`src/rtl/mac_bus_ctrl.sv`:
```
// Address decoder and bus-cycle terminator for a 68000-style CPU bus: chip selects,
// dtack_n/vpa_n/berr termination, boot ROM overlay and E-synchronous VIA strobes.
module mac_bus_ctrl #(
    parameter int RAM_WS  = 1,
    parameter int ROM_WS  = 2,
    parameter int TIMEOUT = 64
) (
    input  logic        clk,
    input  logic        reset_n,
    input  logic        phi1,
    input  logic        phi2,
    input  logic [23:0] addr,
    input  logic        as_n,
    input  logic        uds_n,
    input  logic        lds_n,
    input  logic        rw_n,
    input  logic [2:0]  fc,
    input  logic        vma_n,
    input  logic        e_negclken,
    input  logic        dev_ready,
    output logic        dtack_n,
    output logic        vpa_n,
    output logic        berr,
    output logic        ram_cs,
    output logic        rom_cs,
    output logic        scsi_cs,
    output logic        scc_cs,
    output logic        iwm_cs,
    output logic        via_cs,
    output logic        via_rd,
    output logic        via_wr,
    output logic        overlay
);
    // state | meaning
    // IDLE  | no cycle, waiting for as_n low
    // LATCH | decode/rw_n captured, chip select being raised
    // WAIT  | counting wait states / timeout, waiting for termination
    // TERM  | response held until as_n returns high
    typedef enum logic [1:0] {S_IDLE, S_LATCH, S_WAIT, S_TERM} state_t;
    typedef enum logic [2:0] {RG_IACK, RG_RAM, RG_ROM, RG_SCSI, RG_SCC, RG_IWM, RG_VIA, RG_NONE} region_t;

    localparam logic [7:0] RAM_LAST = 8'(RAM_WS - 1);
    localparam logic [7:0] ROM_LAST = 8'(ROM_WS - 1);
    localparam logic [7:0] TO_LAST  = 8'(TIMEOUT - 1);

    state_t     r_state, w_state_nxt;
    region_t    r_region, w_region;
    logic       r_rw_n, r_rom_hi, w_rom_hi, r_overlay, r_via_done;
    logic [7:0] r_wait_cnt, r_to_cnt;
    logic       r_dtack_n, r_vpa_n, r_berr, r_via_rd, r_via_wr;
    logic [5:0] r_cs, w_cs_nxt;
    logic       w_dtack_n_nxt, w_vpa_n_nxt, w_berr_nxt, w_via_rd_nxt, w_via_wr_nxt;
    logic       w_dtack_hit, w_vpa_hit, w_to_hit, w_strobe;
    logic       w_unused;

    // Data strobes, phi1 and the low address bits play no part in region selection.
    assign w_unused = ^{phi1, uds_n, lds_n, addr[18:0]};

    always_comb begin
        w_region = RG_NONE;
        if (fc == 3'b111)                 w_region = RG_IACK;
        else if (addr[23:22] == 2'b00)    w_region = r_overlay ? RG_ROM : RG_RAM;
        else if (addr[23:20] == 4'h4)     w_region = RG_ROM;
        else if (addr[23:19] == 5'b01011) w_region = RG_SCSI;
        else if (addr[23:22] == 2'b10)    w_region = RG_SCC;
        else if (addr[23:21] == 3'b110)   w_region = RG_IWM;
        else if (addr[23:19] == 5'b11101) w_region = RG_VIA;
    end
    assign w_rom_hi = (fc != 3'b111) && (addr[23:20] == 4'h4);

    always_comb begin
        w_dtack_hit = 1'b0;
        case (r_region)
            RG_RAM:          w_dtack_hit = phi2 && (r_wait_cnt == RAM_LAST);
            RG_ROM:          w_dtack_hit = phi2 && (r_wait_cnt == ROM_LAST);
            RG_SCSI, RG_IWM: w_dtack_hit = phi2 && dev_ready;
            RG_SCC:          w_dtack_hit = phi2;
            default:         w_dtack_hit = 1'b0;
        endcase
    end
    assign w_vpa_hit = (r_region == RG_VIA) || (r_region == RG_IACK);
    assign w_to_hit  = phi2 && (r_to_cnt == TO_LAST);
    assign w_strobe  = (r_state == S_TERM) && !as_n && (r_region == RG_VIA) && !vma_n
                       && e_negclken && !r_via_done;

    always_ff @(posedge clk or negedge reset_n) begin
        if (!reset_n) r_state <= S_IDLE;
        else          r_state <= w_state_nxt;
    end

    always_comb begin
        w_state_nxt = r_state;
        case (r_state)
            S_IDLE:  if (!as_n) w_state_nxt = S_LATCH;
            S_LATCH: w_state_nxt = as_n ? S_IDLE : S_WAIT;
            S_WAIT: begin
                if (as_n)                                     w_state_nxt = S_IDLE;
                else if (w_vpa_hit || w_dtack_hit || w_to_hit) w_state_nxt = S_TERM;
            end
            S_TERM:  if (as_n) w_state_nxt = S_IDLE;
            default: w_state_nxt = S_IDLE;
        endcase
    end

    // Next values of the registered outputs; a dtack condition beats the timeout.
    always_comb begin
        w_dtack_n_nxt = r_dtack_n;
        w_vpa_n_nxt   = r_vpa_n;
        w_berr_nxt    = r_berr;
        w_cs_nxt      = r_cs;
        w_via_rd_nxt  = 1'b0;
        w_via_wr_nxt  = 1'b0;
        if ((r_state != S_IDLE) && as_n) begin
            w_dtack_n_nxt = 1'b1;
            w_vpa_n_nxt   = 1'b1;
            w_berr_nxt    = 1'b0;
            w_cs_nxt      = 6'b0;
        end else begin
            case (r_state)
                S_LATCH: begin
                    case (r_region)
                        RG_RAM:  w_cs_nxt = 6'b000001;
                        RG_ROM:  w_cs_nxt = 6'b000010;
                        RG_SCSI: w_cs_nxt = 6'b000100;
                        RG_SCC:  w_cs_nxt = 6'b001000;
                        RG_IWM:  w_cs_nxt = 6'b010000;
                        RG_VIA:  w_cs_nxt = 6'b100000;
                        default: w_cs_nxt = 6'b000000;
                    endcase
                end
                S_WAIT: begin
                    if (w_vpa_hit)        w_vpa_n_nxt   = 1'b0;
                    else if (w_dtack_hit) w_dtack_n_nxt = 1'b0;
                    else if (w_to_hit)    w_berr_nxt    = 1'b1;
                end
                S_TERM: begin
                    w_via_rd_nxt = w_strobe && r_rw_n;
                    w_via_wr_nxt = w_strobe && !r_rw_n;
                end
                default: ;
            endcase
        end
    end

    always_ff @(posedge clk or negedge reset_n) begin
        if (!reset_n) begin
            r_dtack_n <= 1'b1;
            r_vpa_n   <= 1'b1;
            r_berr    <= 1'b0;
            r_cs      <= 6'b0;
            r_via_rd  <= 1'b0;
            r_via_wr  <= 1'b0;
        end else begin
            r_dtack_n <= w_dtack_n_nxt;
            r_vpa_n   <= w_vpa_n_nxt;
            r_berr    <= w_berr_nxt;
            r_cs      <= w_cs_nxt;
            r_via_rd  <= w_via_rd_nxt;
            r_via_wr  <= w_via_wr_nxt;
        end
    end

    always_ff @(posedge clk or negedge reset_n) begin
        if (!reset_n) begin
            r_region   <= RG_NONE;
            r_rw_n     <= 1'b1;
            r_rom_hi   <= 1'b0;
            r_overlay  <= 1'b1;
            r_via_done <= 1'b0;
            r_wait_cnt <= 8'd0;
            r_to_cnt   <= 8'd0;
        end else begin
            case (r_state)
                S_IDLE: if (!as_n) begin
                    r_region <= w_region;
                    r_rw_n   <= rw_n;
                    r_rom_hi <= w_rom_hi;
                end
                S_LATCH: begin
                    r_wait_cnt <= 8'd0;
                    r_to_cnt   <= 8'd0;
                    r_via_done <= 1'b0;
                    if (r_rom_hi) r_overlay <= 1'b0;
                end
                S_WAIT: if (phi2) begin
                    r_wait_cnt <= r_wait_cnt + 8'd1;
                    r_to_cnt   <= r_to_cnt + 8'd1;
                end
                S_TERM: if (w_strobe) r_via_done <= 1'b1;
                default: ;
            endcase
        end
    end

    assign dtack_n = r_dtack_n;
    assign vpa_n   = r_vpa_n;
    assign berr    = r_berr;
    assign ram_cs  = r_cs[0];
    assign rom_cs  = r_cs[1];
    assign scsi_cs = r_cs[2];
    assign scc_cs  = r_cs[3];
    assign iwm_cs  = r_cs[4];
    assign via_cs  = r_cs[5];
    assign via_rd  = r_via_rd;
    assign via_wr  = r_via_wr;
    assign overlay = r_overlay;
endmodule

```
`config.mk`:
```
export PLATFORM = sky130hd
export DESIGN_NAME = mac_bus_ctrl
export DESIGN_NICKNAME = d
export VERILOG_FILES = /design/src/rtl/mac_bus_ctrl.sv
export SDC_FILE = /design/constraint.sdc
export NUM_CORES = 1
export LEC_CHECK = 0
export BUFFER_PORTS_ARGS = -buffer_cell sky130_fd_sc_hd__buf_2
export CAP_MARGIN = 10
export CORE_MARGIN = 2
export CORE_UTILIZATION = 47
export CTS_CLUSTER_DIAMETER = 80
export CTS_CLUSTER_SIZE = 40
export DETAILED_ROUTE_END_ITERATION = 12
export GPL_TIMING_DRIVEN = 0
export HOLD_SLACK_MARGIN = 0.06
export PLACE_DENSITY = 0.76
export SLEW_MARGIN = 10
export SYNTH_ARGS = -nofsm -noshare
export SYNTH_HDL_FRONTEND = slang
export SYNTH_SLANG_ARGS = --single-unit
```
`constraint.sdc`:
```
create_clock -name clk -period 1.5 [get_ports clk]
set_input_delay 0.45 -clock clk [delete_from_list [all_inputs] [get_ports clk]]
set_output_delay 0.45 -clock clk [all_outputs]
set_load 0.01 [all_outputs]
```
==> flow_summary.ini <==
[detailed_routing]
drt_iter0_drc = 115
num_vias = 1497
via_per_inst = 5.42
wl_um = 3910
wl_per_cell_um = 14.2
ant_nets = 0
drcViolationCount = 0
firstDrtPassIters = 4

[sta]
relSlewSlack_pct = 46.5
skew_ps = 4.78
max_freq_ghz = 0.637
hold_viol = 0
rsz0062_at_grt = true
period_share_pct = 105
max_slew.worst_pin.slew_ps = 802
worst_slack_ps = -71.0
fin_tns_setup_ps = -129
fin_crit_ps = 1570
hold_ws_ps = 245
finalMaxSlewViolations = 0
finalSetupViolations = 2

[logic_synthesis]
yosys_warnings = 0
muxShareOfSynthArea_pct = 2.79
yosysSeqAreaShare_pct = 49.5
ys_ff_latch = 36
synth_xor_area_share_pct = 1.43
syn-instance-count = 181
post_synth.cell_area_avg_um2 = 10.1
synthAdderAreaFrac_pct = 2.72
synth_simple_gate_area_share_pct = 22.5
synth_edf_count = 0
synth.distinct_cells = 48
synth_flop_cell = dfrtp_1
synth_top_area_share_pct = 39.5
syn_area_mm2 = 0.00184
synth_top_family_by_area = simple AND/OR/NAND/NOR gates
synthTopCellsByArea = dfrtp_1, dfstp_2, nor2_1
postSynthNetCount = 223
synth_area_leader_cell = dfrtp_1
async_flop_share_pct = 100
synth-compound-area-share_pct = 16.3

[cells_and_area]
antenna_cells = 0
layout.nets = 269
syn_to_final_growth_pct = 27.6
final.fill_count = 318
final_area_mm2 = 0.00234
final_common_cell = dfrtp_1
final_cell_mix = dfrtp_1, buf_2, buf_4
drive_gt1_share_pct = 37.7

[place]
post-place-ws_ps = -131
place_congestion = 0.795
place_area_mm2 = 0.00203
dp_hpwl_um = 2570
port_buffers = 26

[power_and_ir_drop]
p_sw_uw = 896
power_density_mw_per_mm2 = 1220
power_frac_seq_pct = 43.3
switching_share_pct = 31.5
power_frac_comb_pct = 32.0
internal-power_mw = 1.95
p_leak_nw = 1.12
p_total_mw = 2.85
pwr-share-clk_pct = 24.7
peakVddDrop_mv = 0.603

[clock_network]
path_clk_slew_ps = 70
clkSinkCount = 36
numCtsBuffers = 5
ctsLongestPathBuffers = 2
clkLatencyLatePin_ps = 290
hold_buffers = 0
cts_root_buffer = clkbuf_8
htreeDepth = 2
cts_tree = yes

[status]
status = complete, but fails checks
violations = negative setup slack

[floorplan]
core.rowCount = 22
boundaryPins = 50
die_x_um = 66.5
fp.dieH_um = 66.5
initial_core_util_pct = 49.4
design.core.area_mm2 = 0.00372
die-area_mm2 = 0.00442

[global_routing]
overflow = 0
antenna_found_initial = 0
first_global_vias = 1356
grt_pass1_wl_um = 6380
grtUsageTotal_pct = 19.3
grt_max_degree = 37

[worst_setup_path]
worstPathMaxFanout = 6
crit_path_start_kind = flop
crit_arrival_ps = 1740
critPathCaptureType = flop
crit_type = flop to flop
crit_required_ps = 1670

[min_path]
hp-class = primary input to asynchronous set/reset pin

[flow_run]
cap_violations = 0
==> path summary, 6_finish.rpt <==
check / from / endpoint / slack (ps) / cells after the start
max in group asynchronous: reset_n / r_cs[4] / 750 / 1
setup / recovery: r_region[2] / r_state[0] / -70 / 5
hold / removal: reset_n / r_to_cnt[1] / 250 / 1
min in group clk: as_n / r_state[1] / 370 / 2
hold reg to reg: r_rom_hi / overlay / 430 / 1
setup reg to reg: r_region[2] / r_state[0] / -70 / 5
==> power by group through the flow <==
stage | clock (mW) | sequential (mW) | combinational (mW)
finish | 0.704 | 1.23 | 0.910
global route | 0.770 | 1.25 | 0.998
CTS | 0.722 | 1.20 | 0.829
detailed placement | 0 | 1.22 | 0.670
global placement | 0 | 1.21 | 0.656
floorplan | 0 | 1.22 | 0.463
==> stage by stage <==
step | util [%] | instances
final | 63.1 | 276
after global routing | 63.1 | 276
after CTS | 60.2 | 271
after detailed placement | 54.5 | 255
after global placement | 54.5 | 255
after floorplan | - | 181
==> repair_timing <==
item | CTS | global route
setup buffers | 9 | 6
endpoints found under the setup margin | 5 | 9
pin swaps | 6 | 6
resized for setup | 11 | 19
cloned | 0 | 0
==> cell type report <==
| cell class | instances | area, um2 | area share [%] |
|---|---|---|---|
| Sequential cell | 36 | 910 | 38.8 |
| Multi-Input combinational cell | 129 | 952 | 40.6 |
| Buffer | 8 | 66.3 | 2.83 |
| Timing Repair Buffer | 41 | 243 | 10.4 |
| Inverter | 6 | 22.5 | 0.961 |
| Clock buffer | 8 | 90.1 | 3.84 |
| Tap cell | 48 | 60.1 | 2.56 |
==> flip-flops by register name, indices dropped and copies added, names as in the netlist <==
signal / count
berr: 1
dtack_n: 1
overlay: 1
r_cs: 6
r_region: 3
r_rom_hi: 1
r_rw_n: 1
r_state: 2
r_to_cnt: 8
r_via_done: 1
r_wait_cnt: 8
via_rd: 1
via_wr: 1
vpa_n: 1
==> layer usage <==
layer	vias to the layer above	part of all wire, %	GRT usage (%)
met1	722	46	25.4
li1	739	-	-
met3	6	3.8	5.07
met4	0	1.7	7.65
met2	30	49	30.4
met5	-	0	0
==> critical path, cell delays in order (launching register included) <==
cell and delay [ps]:
dfstp_2 530, buf_6 110, nor3_2 40, a211oi_2 280
nor4_4 80, o41a_1 400
==> Yosys cell counts (2+ instances only) <==
master     n
nand2_1   16
a22o_1     7
o21ai_0   12
buf_6      2
nor2b_1    5
xnor2_1    2
nor3_1     5
nand3_1    9
dfstp_2    7
nor2_1    18
nand2b_1   6
nand4_1    2
dfrtp_1   29
buf_2      6
nor4_2     2
a21oi_1    5
and3b_1    2
mux2i_1    4
inv_1      6
and3_1     2
ha_1       4
o21ai_1    2
o31ai_1    2
nor4_1     2
==> kinds of logic after synthesis <==
family | after synthesis
AO/OA/AOI/OAI | 41
multiplexers | 5
flip-flops | 36
AND/OR/NAND/NOR | 76
adder cells (fa/ha/maj) | 4
XOR/XNOR | 3
buffers and inverters | 16
Note: power is estimated with default switching activity, not from simulation.
